===== src/rtl/mult_div_unit.sv =====
// mult_div_unit: iterative shift-add multiplier / restoring divider driving the HI and LO registers.
// Define MULT_FAST_EN to finish MULT/MULTU in one cycle on a combinational 2*WIDTH multiplier.
module mult_div_unit #(
   parameter int WIDTH = 32
) (
   input  logic             clk,
   input  logic             reset,
   input  logic             start,
   input  logic [1:0]       op,
   input  logic [WIDTH-1:0] A,
   input  logic [WIDTH-1:0] B,
   output logic             busy,
   output logic             done,
   output logic             div_zero,
   output logic [WIDTH-1:0] hi_out,
   output logic [WIDTH-1:0] lo_out
);

   localparam int CW = (WIDTH > 1) ? $clog2(WIDTH) : 1;
   localparam logic [CW-1:0] LAST = CW'(WIDTH - 1);

   typedef enum logic [1:0] {
      IDLE,
      RUN,
      FIN
   } state_t;

   state_t           state_q, state_d;
   logic [CW-1:0]    cnt_q, cnt_d;
   logic             isDiv_q, isDiv_d;
   logic             negRes_q, negRes_d;
   logic             negRem_q, negRem_d;
   logic             bZero_q, bZero_d;
   logic [WIDTH-1:0] aRaw_q, aRaw_d;
   logic [WIDTH-1:0] opnd_q, opnd_d;
   logic [WIDTH-1:0] accHi_q, accHi_d;
   logic [WIDTH-1:0] accLo_q, accLo_d;
   logic [WIDTH-1:0] hi_q, hi_d;
   logic [WIDTH-1:0] lo_q, lo_d;
   logic             divZero_q, divZero_d;

   logic             signedOp, aNeg, bNeg;
   logic [WIDTH-1:0] aMag, bMag;

   logic [WIDTH:0]     mulSum, remShift, divDiff;
   logic               divFits;
   logic [WIDTH-1:0]   stepHi, stepLo;
   logic [2*WIDTH-1:0] prodMag, prodRes;
   logic [WIDTH-1:0]   quoRes, remRes;

   // Signed ops iterate on magnitudes; the result signs are captured at launch.
   always_comb begin
      signedOp = ~op[0];
      aNeg     = signedOp & A[WIDTH-1];
      bNeg     = signedOp & B[WIDTH-1];
      aMag     = aNeg ? -A : A;
      bMag     = bNeg ? -B : B;
   end

   // One iteration: multiply keeps {carry,HI,LO} shifting right, divide keeps {rem,quo} shifting left.
   always_comb begin
      mulSum   = {1'b0, accHi_q} + (accLo_q[0] ? {1'b0, opnd_q} : '0);
      remShift = {accHi_q, accLo_q[WIDTH-1]};
      divDiff  = remShift - {1'b0, opnd_q};
      divFits  = ~divDiff[WIDTH];
      if (isDiv_q) begin
         stepHi = divFits ? divDiff[WIDTH-1:0] : remShift[WIDTH-1:0];
         stepLo = {accLo_q[WIDTH-2:0], divFits};
      end else begin
         stepHi = mulSum[WIDTH:1];
         stepLo = {mulSum[0], accLo_q[WIDTH-1:1]};
      end
      prodMag = {stepHi, stepLo};
      prodRes = negRes_q ? -prodMag : prodMag;
      quoRes  = negRes_q ? -stepLo : stepLo;
      remRes  = negRem_q ? -stepHi : stepHi;
   end

`ifdef MULT_FAST_EN
   logic [2*WIDTH-1:0] fastA, fastB, fastProd;

   always_comb begin
      fastA    = op[0] ? {{WIDTH{1'b0}}, A} : {{WIDTH{A[WIDTH-1]}}, A};
      fastB    = op[0] ? {{WIDTH{1'b0}}, B} : {{WIDTH{B[WIDTH-1]}}, B};
      fastProd = fastA * fastB;
   end
`endif

   always_comb begin
      state_d   = state_q;
      cnt_d     = cnt_q;
      isDiv_d   = isDiv_q;
      negRes_d  = negRes_q;
      negRem_d  = negRem_q;
      bZero_d   = bZero_q;
      aRaw_d    = aRaw_q;
      opnd_d    = opnd_q;
      accHi_d   = accHi_q;
      accLo_d   = accLo_q;
      hi_d      = hi_q;
      lo_d      = lo_q;
      divZero_d = 1'b0;

      case (state_q)
         IDLE, FIN: begin
            if (start) begin
               state_d  = RUN;
               cnt_d    = '0;
               isDiv_d  = op[1];
               negRes_d = aNeg ^ bNeg;
               negRem_d = aNeg;
               bZero_d  = (B == '0);
               aRaw_d   = A;
               opnd_d   = op[1] ? bMag : aMag;
               accHi_d  = '0;
               accLo_d  = op[1] ? aMag : bMag;
`ifdef MULT_FAST_EN
               if (!op[1]) begin
                  state_d = FIN;
                  hi_d    = fastProd[2*WIDTH-1:WIDTH];
                  lo_d    = fastProd[WIDTH-1:0];
               end
`endif
            end else begin
               state_d = IDLE;
            end
         end

         RUN: begin
            accHi_d = stepHi;
            accLo_d = stepLo;
            cnt_d   = cnt_q + CW'(1);
            // HI/LO change only on the edge into FIN, from the final iteration's values.
            if (cnt_q == LAST) begin
               state_d = FIN;
               if (!isDiv_q) begin
                  hi_d = prodRes[2*WIDTH-1:WIDTH];
                  lo_d = prodRes[WIDTH-1:0];
               end else if (bZero_q) begin
                  hi_d      = aRaw_q;
                  lo_d      = '1;
                  divZero_d = 1'b1;
               end else begin
                  hi_d = remRes;
                  lo_d = quoRes;
               end
            end
         end

         default: state_d = IDLE;
      endcase
   end

   always_ff @(posedge clk or negedge reset) begin
      if (!reset) begin
         state_q   <= IDLE;
         cnt_q     <= '0;
         isDiv_q   <= 1'b0;
         negRes_q  <= 1'b0;
         negRem_q  <= 1'b0;
         bZero_q   <= 1'b0;
         aRaw_q    <= '0;
         opnd_q    <= '0;
         accHi_q   <= '0;
         accLo_q   <= '0;
         hi_q      <= '0;
         lo_q      <= '0;
         divZero_q <= 1'b0;
      end else begin
         state_q   <= state_d;
         cnt_q     <= cnt_d;
         isDiv_q   <= isDiv_d;
         negRes_q  <= negRes_d;
         negRem_q  <= negRem_d;
         bZero_q   <= bZero_d;
         aRaw_q    <= aRaw_d;
         opnd_q    <= opnd_d;
         accHi_q   <= accHi_d;
         accLo_q   <= accLo_d;
         hi_q      <= hi_d;
         lo_q      <= lo_d;
         divZero_q <= divZero_d;
      end
   end

   assign busy     = (state_q == RUN);
   assign done     = (state_q == FIN);
   assign div_zero = divZero_q;
   assign hi_out   = hi_q;
   assign lo_out   = lo_q;

endmodule


===== config.mk =====
export PLATFORM = sky130hd
export DESIGN_NAME = mult_div_unit
export DESIGN_NICKNAME = d
export VERILOG_FILES = /design/src/rtl/mult_div_unit.sv
export SDC_FILE = /design/constraint.sdc
export NUM_CORES = 1
export LEC_CHECK = 0
export CORE_MARGIN = 2
export CORE_UTILIZATION = 30
export CTS_BUF_LIST = sky130_fd_sc_hd__clkbuf_4
export DETAILED_ROUTE_END_ITERATION = 8
export PLACE_DENSITY_LB_ADDON = 0.25
export SLEW_MARGIN = 40
export SYNTH_ARGS = -nofsm -noshare
export SYNTH_HDL_FRONTEND = slang
export SYNTH_SLANG_ARGS = --single-unit

===== constraint.sdc =====
create_clock -name clk -period 9.48 [get_ports clk]
set_clock_uncertainty 0.05 [all_clocks]
set_input_delay 0.948 -clock clk [delete_from_list [all_inputs] [get_ports clk]]
set_output_delay 0.948 -clock clk [all_outputs]
set_load 0.1 [all_outputs]

==> results.toml <==
[drt]
vias = 18600
wire_per_inst_um = 24.7
remaining_drc_errors = 0
drt_wl_total_um = 78900
drtPass1Iterations = 6
drt-vias-per-instance = 5.82
first_iter_violations = 1881
ant_nets = 0

[synthesis]
synth_largest_area_cell = "dfrtp_1"
synth.most_common_cell = "nand2_1"
ys.warnings.count = 0
synth_seq_cells = 204
avgSynthCellArea_um2 = 7.78
syn_area_um2 = 17800
synth_edf_count = 0
synthArstFlopShare_pct = 100
synth_top_area_share_pct = 28.7
yosysUniqueCellTypes = 97
syn_nets = 2428
synthTopCellsByCount = "nand2_1 (351), o21ai_0 (216), dfrtp_1 (204), a21oi_1 (158), nor2_1 (151)"
netlist_instances = 2287
synth_ff_type = "dfrtp_1"
synth_area_leaders = "dfrtp_1 (29%), nand2_1 (7.4%), o21ai_0 (6.1%)"
ys_seq_area_share_pct = 28.7

[sta]
tightest_slew_ps = 909
finalCritPeriodShare_pct = 67.8
finalSetupViolations = 0
maxSlewHeadroom_pct = 38.8
drv_slew = 0
min_period_ps = 6430
rsz0062_at_grt = "no"
hold_viol = 0
fmax_ghz = 0.156
setup_ws_ps = 3050
tns_ps = 0

[global_routing]
grt_pass1_wl_um = 117000
track_usage_pct = 25.4
grt_remaining_overflow = 0
grt_pass1_vias = 18000
antenna_found_initial = 2
grt_max_degree = 124

[critical_path]
worst-path-buf-inv = 1
crit_type = "flip-flop to flip-flop"
cp.arrival_ps = 7060
r2r_end = "hi_out[28]"
crit_path_end_kind = "flip-flop"
reg2regPathDepth = 20
rr_startpoint = "accHi_q[14]"
cpPeakStageDelay_ps = 600
start_kind = "flip-flop"
crit_slowest_cell = "or4_4"
crit_chain = "ha_1, nand2_1, o211ai_1, and3_1, a21boi_4, o21ai_2, buf_4, nand3_1, a21boi_0, ha_1, o21a_1, nand3_1, nor2_1, nand2_1, or3_1, or4_4, o21ai_0, a22oi_1, o22ai_1, a21oi_1"
crit_family = "simple AND/OR/NAND/NOR gates"
crit_required_ps = 10110
cp_max_fo = 21
r2r_slack_ps = 3050

[clock_network]
clock_latency_ps = 850
path_clk_slew_ps = 90
htree_levels = 2
cts.sinks = 204
root_buffer = "clkbuf_4"
cts_inserted_buffers = 61
cts_tree = "yes"
cts_buffer_depth = 3

[worst_hold_path]
hold_depth = 1
hold_class = "flip-flop to flip-flop"
hold_start = "cnt_q[3]"
hold_end = "cnt_q[3]"

[floorplanning]
pin_count = 136
rows = 89
start_util_pct = 30.3
core_um2 = 58800
die_area_um2 = 61300
die-height_um = 248
fp.dieW_um = 248

[cells_and_area]
finalNonFillerCells = 3199
areaGrowthSynthToFinish_pct = 14.5
fillers = 6284
fin_nets = 2514
final_layout_size_suffix_gt1_share_pct = 11.3
fin_area_um2 = 20400

[job]
max_cap_violations = 0

[place]
placed_cell_area_um2 = 19500
place_ws_ps = 3300
io_buffer_count = 135
gp_congestion = 0.974
dp_cells = 3081
dp_hpwl_um = 60200

[status]
status = "finished clean"
-- routing by layer --
layer  up-vias  track usage (%)  share of wire (%)
met5         -                0                  0
met4         0             12.2                5.2
met3       162             4.15                6.7
met2       829             40.2                 45
met1      9115             33.7                 43
li1       8526                -                  -
-- worst reg2reg max path, delay by kind of cell (launching register included) --
family,cells,cell delay [ps]
and+or+nand+nor,8,2630
AOI/OAI and AO/OA,9,2090
adders and majority gates,2,760
buffers and inverters,1,250
DFF,1,450
-- sequential cells by signal, summed over array words and instances, names as in the netlist --
name      cells
aRaw_q       32
accHi_q      32
accLo_q      32
bZero_q       1
cnt_q         5
div_zero      1
hi_out       32
isDiv_q       1
lo_out       32
negRem_q      1
negRes_q      1
opnd_q       32
state_q       2
-- per-stage QoR --
stage | hold WS (ps) | util [%]
floorplan | 387 | -
global placement | 408 | 33.7
detailed placement | 414 | 33.1
CTS | 104 | 34.5
global route | 449 | 34.6
finish | 430 | 34.6
-- how the worst max path moves through the flow --
stage | from | end | slack [ps] | cells past startpoint
2_1_floorplan | accLo_q[31] | hi_out[26] | 4190 | 26
3_3_place_gp | accLo_q[31] | hi_out[28] | 3380 | 22
3_5_place_dp | accLo_q[31] | hi_out[28] | 3300 | 22
4_1_cts | opnd_q[15] | hi_out[28] | 3250 | 21
5_1_grt | accLo_q[31] | hi_out[28] | 2730 | 22
6_report | accHi_q[14] | hi_out[28] | 3050 | 20
-- cells in the final DEF, fill, tap and decap left out, drive strengths merged, types with 30 or more instances in the layout --
cell           Yosys  routed
a21oi            162     162
and2              42      42
buf               37     100
clkbuf           107      90
clkdlybuf4s50      0      66
dfrtp            204     204
ha                70      70
inv               71      72
mux2i             39      39
nand2            351     351
nand3             39      39
nor2             152     152
nor3              54      54
o211ai            37      37
o21ai            236     236
o221ai            36      36
o22a              32      32
o31ai             30      30
xnor2             95      95
xor2              78      78
-- final cells by class --
cell class,instances,area (um2),area share [%]
antenna,1,2.50,0.0123
multi-input combinational,1867,11900,58.3
sequential,204,5110,25.1
inverter,72,270,1.33
tap,773,967,4.75
timing repair buffer,167,1310,6.43
clock buffer,90,676,3.32
clock inverter,25,156,0.768
-- kinds of logic after synthesis --
group           Yosys count  synth area share (%)
compound gates          761                  28.5
xor+xnor                173                  8.51
fa+ha+maj                72                  5.15
buf+inv                 216                  4.89
flops                   204                  28.7
mux                      52                  3.02
simple gates            809                  21.2
-- repair_timing --
| action | 4_1_cts | 5_1_grt |
|---|---|---|
| endpoints found under the setup margin | 0 | 0 |
| gates resized for setup | 0 | 0 |
| hold buffers | 0 | 1 |
| setup buffers | 0 | 0 |
| hold endpoints to repair | 0 | 40 |
Power is left out: the tool's default activity adds up to more than one toggle a clock period on the data nets, which glitch-free logic cannot reach.
